**config.mk**
```make
export PLATFORM = sky130hd
export DESIGN_NAME = gate_input_debounce
export DESIGN_NICKNAME = d
export VERILOG_FILES = /design/src/rtl/gate_input_debounce.sv
export SDC_FILE = /design/constraint.sdc
export NUM_CORES = 1
export LEC_CHECK = 0
export BUFFER_PORTS_ARGS = -buffer_cell sky130_fd_sc_hd__buf_2
export CAP_MARGIN = 20
export CELL_PAD_IN_SITES_DETAIL_PLACEMENT = 1
export CELL_PAD_IN_SITES_GLOBAL_PLACEMENT = 2
export CORE_MARGIN = 2
export CORE_UTILIZATION = 37
export CTS_CLUSTER_DIAMETER = 50
export DETAILED_ROUTE_END_ITERATION = 10
export PLACE_DENSITY_LB_ADDON = 0.1
export SYNTH_ARGS = -nofsm -noshare
export SYNTH_HDL_FRONTEND = slang
export SYNTH_SLANG_ARGS = --single-unit
```
**constraint.sdc**
```tcl
create_clock -name clk -period 1.7 [get_ports clk]
set_input_delay 0.255 -clock clk [delete_from_list [all_inputs] [get_ports clk]]
set_output_delay 0.255 -clock clk [all_outputs]
set_load 0.05 [all_outputs]
```
**src/rtl/gate_input_debounce.sv**
```systemverilog
// Two-channel synchroniser and debouncer feeding and_gate din_a/din_b.
// Define GATE_DEBOUNCE_EDGE_EN for the rise_a/rise_b edge pulses.

module gate_input_debounce_ch #(
  parameter int STABLE_CNT = 4,
  parameter int CNT_W      = 4
) (
  input  logic clk,
  input  logic rst,
  input  logic raw,
  output logic level,
  output logic rise
);

  localparam logic [1:0] STABLE_LO = 2'd0;
  localparam logic [1:0] WAIT_HI   = 2'd1;
  localparam logic [1:0] STABLE_HI = 2'd2;
  localparam logic [1:0] WAIT_LO   = 2'd3;

  localparam logic [CNT_W-1:0] LAST = CNT_W'(STABLE_CNT - 1);
  localparam logic [CNT_W-1:0] ONE  = CNT_W'(1);

  logic             s1;
  logic             s2;
  logic [1:0]       state;
  logic [1:0]       state_n;
  logic [CNT_W-1:0] cnt;
  logic [CNT_W-1:0] cnt_n;
  logic             level_n;

  always_ff @(posedge clk) begin
    if (rst) begin
      s1 <= 1'b0;
      s2 <= 1'b0;
    end else begin
      s1 <= raw;
      s2 <= s1;
    end
  end

  always_comb begin
    state_n = state;
    cnt_n   = cnt;
    level_n = level;
    unique case (state)
      STABLE_LO: begin
        if (s2) begin
          state_n = WAIT_HI;
          cnt_n   = ONE;
        end else begin
          cnt_n   = '0;
        end
      end
      WAIT_HI: begin
        if (!s2) begin
          state_n = STABLE_LO;
          cnt_n   = '0;
        end else if (cnt == LAST) begin
          state_n = STABLE_HI;
          cnt_n   = '0;
          level_n = 1'b1;
        end else begin
          cnt_n   = cnt + ONE;
        end
      end
      STABLE_HI: begin
        if (!s2) begin
          state_n = WAIT_LO;
          cnt_n   = ONE;
        end else begin
          cnt_n   = '0;
        end
      end
      WAIT_LO: begin
        if (s2) begin
          state_n = STABLE_HI;
          cnt_n   = '0;
        end else if (cnt == LAST) begin
          state_n = STABLE_LO;
          cnt_n   = '0;
          level_n = 1'b0;
        end else begin
          cnt_n   = cnt + ONE;
        end
      end
      default: begin
        state_n = STABLE_LO;
        cnt_n   = '0;
        level_n = 1'b0;
      end
    endcase
  end

  always_ff @(posedge clk) begin
    if (rst) begin
      state <= STABLE_LO;
      cnt   <= '0;
      level <= 1'b0;
    end else begin
      state <= state_n;
      cnt   <= cnt_n;
      level <= level_n;
    end
  end

`ifdef GATE_DEBOUNCE_EDGE_EN
  // Pulse is registered alongside the WAIT_HI -> STABLE_HI step.
  logic rise_n;

  assign rise_n = (state == WAIT_HI) && s2 && (cnt == LAST);

  always_ff @(posedge clk) begin
    if (rst) rise <= 1'b0;
    else     rise <= rise_n;
  end
`else
  assign rise = 1'b0;
`endif

endmodule

module gate_input_debounce #(
  parameter int STABLE_CNT = 4,
  parameter int CNT_W      = 4
) (
  input  logic clk,
  input  logic rst,
  input  logic din_a_raw,
  input  logic din_b_raw,
  output logic din_a,
  output logic din_b,
  output logic rise_a,
  output logic rise_b
);

  gate_input_debounce_ch #(
    .STABLE_CNT(STABLE_CNT),
    .CNT_W     (CNT_W)
  ) u_ch_a (
    .clk  (clk),
    .rst  (rst),
    .raw  (din_a_raw),
    .level(din_a),
    .rise (rise_a)
  );

  gate_input_debounce_ch #(
    .STABLE_CNT(STABLE_CNT),
    .CNT_W     (CNT_W)
  ) u_ch_b (
    .clk  (clk),
    .rst  (rst),
    .raw  (din_b_raw),
    .level(din_b),
    .rise (rise_b)
  );

endmodule

```
[Yosys cells after proc, flatten, opt, wreduce, memory -nomap -nowiden]
Cells that the tools add are included.
Storage, ports and cells
  bits in registers: 18
  bits in latches: 0
  memory bits (writable): 0
  bits in read-only memories: 0
  bits of input ports: 4
  word-level logic and storage cells: 80
  memories kept: 0
Cells by class
  $add $sub $neg: 2
  multipliers: 0
  div/mod/pow operators: 0
  $lt $le $gt $ge: 0
  equal/unequal tests: 24
  shift-type cells: 0
  muxes and demuxes: 36
  bitwise gates (word level): 0
  reductions and logical operators: 8
Operators with widths (number)
  $pmux W4 S4: 2
  $mux W2: 12
  $mux W4: 6
  $ne A2 B1 Y1 const B: 8
  $pmux W2 S4: 2
  $mux W1: 12
  $reduce_and A5 Y1: 2
  $add A4 B1 Y4 const B: 2
  $eq A2 B2 Y1 const B: 4
  $eq A4 B2 Y1 const B: 2
  $ne A2 B2 Y1 const B: 4
  $reduce_and A4 Y1: 2
  $ne A3 B1 Y1 const B: 2
  $ne A3 B3 Y1 const B: 2
  $eq A2 B1 Y1 const B: 2
  $logic_not A2 Y1: 2
  $pmux W1 S2: 2
  $reduce_bool A2 Y1: 2

[Longest topological paths before layout]
  depth after elaboration: 4
  gate-level depth with buffers: 4
  mapped depth without buffers: 4

[Modules after synthesis]
A second synthesis with hierarchy kept.
Unflattened totals
  cells, all modules: 70
  area total of the unflattened synthesis: 713.2 um^2
By module, submodules not included
  gate_input_debounce_ch: instances 2, cells an instance 35, area each 356.6 um^2

[Least setup slack after synthesis]
No wires, ideal clock.
  kind: flip-flop to flip-flop
  from: register u_ch_b.cnt[0]
  to: register u_ch_b.level
  arrival: 1032 ps
  data required time: 1626 ps
  slack: 594 ps
  stages on the path, launching flop included: 5
  clock period less this slack: 1106 ps
  path through: dfxtp_1 -> ha_1 -> and4bb_1 -> nand2b_1 -> a31oi_1
On the way
  word-level cells in the longest chain between the ends: 3
RTL lines
  start, declared: RTL line 27  | logic [CNT_W-1:0] cnt;
  start signal, assigned: RTL line 101  | cnt <= cnt_n;
  $eq A4 B2 Y1 *: RTL line 58, 78
  $ne A2 B1 Y1 (no line)
  $reduce_and A5 Y1 (no line) *
  end signal, assigned: RTL line 102  | level <= level_n;
  end, declared: RTL line 11  | output logic level,
Mark *: on every way between the ends. The rest lies on a longest branch, timed or not.
A chain may end at the register's enable or synchronous reset.

==> results.txt <==
Among all stages on the critical path, the largest delay is contributed by sky130_fd_sc_hd__dfxtp_1. Number of levels the H-tree was split into: 1. Setup repair after global routing left no endpoint under its margin. The tools report the final layout net count as 84.

The maximum vdd drop is 505 uV. In the synthesized netlist the async set-or-reset flop fraction comes to 0%. Power per standard cell area: 968 nW/um^2. The remaining design rule violation count was 0; the peak clock frequency supported by timing was 0.819 GHz. Path type of the worst setup path: flop to flop.

The detail route stage leaves a number of antenna-violating nets equal to 0. For the worst setup path, the data required time is 1.89 ns. The worst clock skew is 0.00323 ns.

The floorplan step set the die width to 47.8 um. The run gives 0 as the aggregate global routing overflow. Summed over all layers, the routed wires come to 1150 um. Sequential power share: 58.3%.

After routing the design area is 781 sq um. After clock tree synthesis, the clock-pin slew on the worst setup and hold paths is 0.10 ns. The first global-routing pass estimated 1880 um of wire.

Path class of the lowest-slack min-delay path: input port to flop. After synthesis, flip-flops and latches occupy 50.7% of the total area. Clock latency on the worst-skew pair, taken at its later pin, is 0.29 ns. Before CTS, the worst setup slack after placement is 0.491 ns. Across the run, the number of max-cap violations was 0. Counting I/O delays and the setup requirement, the final critical path takes 1.22 ns.

In this design, the stage delay of the slowest critical-path cell is 0.37 ns. The flow ran to the end, and the final reports show no timing, DRC or antenna violations. The number of antenna diodes in the final layout is 0. The synthesis-stage register bit count is 18.

The detailed router finished its first iteration with 4 violations. The routed wire length per instance is 11.3 um. Across all layers, the routed design uses 473 vias. Net switching is 23.6% of the power.

In this run the clock root is driven by a sky130_fd_sc_hd__clkbuf_4. The filler cells instantiated in the layout total 221. The critical path goes through ha_1 > and4bb_1 > mux2i_1 > nor2_1.

The clock network accounts for 34.7% of the total power. The tools report the via count of the first global-routing pass as 450. The die covers 2290 sq um. During synthesis, Yosys emitted a total of 0 warnings. The tools report the core footprint as 1760 sq um. For the hold slack, the log shows 0.167 ns.

Once placement finished, the instance area stood at 744 sq um. In the post-route analysis, the smallest setup slack over all paths is 0.480 ns. The die is 47.8 um tall.

The initial utilization of the core area, before any placement, comes to 40.3%. The nature of the critical path startpoint was a flop. The layout cell share with drive strength beyond 1 is 13.0%, and the count of buffers added by post-CTS timing repair for setup is 0.

Count of buffers inserted at the top-level ports: 5. The count of cells in the finished layout, fillers not included, comes to 102. Data arrives at the worst endpoint at 1.41 ns. Across the whole layout, storage elements account for 360 sq um. The worst setup path is captured at a flop. The top-level I/O count was 8; the part of the cycle the worst path needs was 71.8%. The tools report the net switching power as 0.178 mW. Setup violations remaining at the end of the flow were counted as 0.

Synthesis handed over a netlist of 70 instances. The number of hold violations in the final report is 0, and the largest driver fanout on the critical path is 5. Once detailed placement completed, the half-perimeter wirelength came to 861 um. The run gives 0.756 mW as the total chip power. The ratio of routed vias to standard cells was 4.64; the count of TritonRoute iterations in the first routing pass was 2. Counting distinct cell types in the post-synthesis netlist gives 26. After detailed placement, the design holds a cell count of 98. Global routing consumed, over all layers together, 12.1% of the routing resources. Dividing the synthesized area by the synthesized cell count gives 10.2 sq um. Cells fill 44.3% of the core in the end. The combinational fraction of design power was 7.0%; the number of CTS-inserted buffers was 3.

In the final layout, the multi-input gates occupy 317 sq um. For the number of buffers on the longest clock path, the log shows 2. The number of synthesized flops with an enable pin works out to 0. The sink count of the clock tree was 18. The main flop type after synthesis is sky130_fd_sc_hd__dfxtp_1. Summed over all failing endpoints, the final setup total negative slack is 0 ns. TritonCTS built the clock tree. Entering global routing, the biggest net connects 13 pins. Layout overhead on the synthesized area: 9.86%.

The run gives 0.305 nW as the standby leakage power. The routability congestion estimate came out at 0.644. Number of cells upsized or downsized after cts: 0.

Cell internal power was estimated by the tool at 0.578 mW. After clock tree synthesis, the flow added hold-fix buffers numbering 0. Initial antenna violation count: 0. Summing every instance area after synthesis gives 711 sq um. Count of pins over their slew limit: 0. The number of cell rows is 15.
[cells by family (layout without fill, tap and decap cells)]
group                    Yosys count  in the layout  synth area share (%)
AND/OR/NAND/NOR                   29             29                  25.2
flip-flops                        18             18                  50.7
AO/OA/AOI/OAI                      7              7                  5.63
buffers and inverters              6             12                  5.28
XOR/XNOR                           4              4                  4.93
multiplexers                       3              3                  4.23
adder cells (fa/ha/maj)            2              2                  3.52
other                              1              2                 0.528
[cell usage after synthesis, types with 2 or more instances]
master,n,area [sq um]
sky130_fd_sc_hd__a31oi_1,2,12.5
sky130_fd_sc_hd__nand3_1,4,20.0
sky130_fd_sc_hd__nand3b_1,2,15.0
sky130_fd_sc_hd__inv_1,3,11.3
sky130_fd_sc_hd__nor2b_1,4,25.0
sky130_fd_sc_hd__xnor2_1,2,17.5
sky130_fd_sc_hd__dfxtp_1,18,360
sky130_fd_sc_hd__nor2_1,6,22.5
sky130_fd_sc_hd__mux2i_1,3,30.0
sky130_fd_sc_hd__and3_1,3,18.8
sky130_fd_sc_hd__xor2_1,2,17.5
sky130_fd_sc_hd__nand2b_1,3,18.8
sky130_fd_sc_hd__o21ai_0,3,15.0
sky130_fd_sc_hd__buf_4,2,15.0
sky130_fd_sc_hd__ha_1,2,25.0
[cell type report]
type,count,share of cell area (%)
clock buffer,4,4.65
multi-input combinational,47,40.5
timing repair buffer,5,3.21
inverter,3,1.44
sequential,18,46.2
tap,25,4.01
[worst paths after layout]
check / startpoint / to / slack [ns] / cells past startpoint
setup / recovery: u_ch_b.cnt[0] / flop / 0.48 / 4
hold / removal: din_b_raw / u_ch_b.s1 / 0.17 / 2
setup reg to reg: u_ch_b.cnt[0] / flop / 0.48 / 4
hold reg to reg: u_ch_b.s1 / u_ch_b.s2 / 0.46 / 1
[critical path: cells and delay by family, from the launching register on]
family | cells | cell delay [ns]
flops | 1 | 0.37
fa+ha+maj | 1 | 0.18
simple gates | 2 | 0.36
mux | 1 | 0.21
[cell usage in the layout (no fill, tap or decap), drive strengths merged]
master and n:
a211oi 1, a21oi 1, a31oi 2, and2 1, and3 3, and4bb 2
buf 5, clkbuf 4, conb 2, dfxtp 18, ha 2, inv 3
mux2i 3, nand2 1, nand2b 3, nand3 4, nand3b 2, nor2 6
nor2b 4, nor3 1, nor3b 1, o21ai 3, or2b 1, xnor2 2
xor2 2
[power by group through the flow]
stage | clock network (mW) | registers [mW] | logic (mW)
after floorplan | 0 | 0.464 | 0.0313
after global placement | 0 | 0.451 | 0.0526
after detailed placement | 0 | 0.451 | 0.0529
after CTS | 0.275 | 0.441 | 0.0530
after global routing | 0.297 | 0.443 | 0.0572
final | 0.262 | 0.441 | 0.0526
[metal layers]
metal / vias up / track usage, % / wire [um]
li1: 246 / - / -
met1: 221 / 16.1 / 594
met2: 4 / 17.9 / 513
met3: 2 / 2.26 / 29
met4: 0 / 8.11 / 12
met5: - / 0 / 0
(Power assumes the default switching activity.)
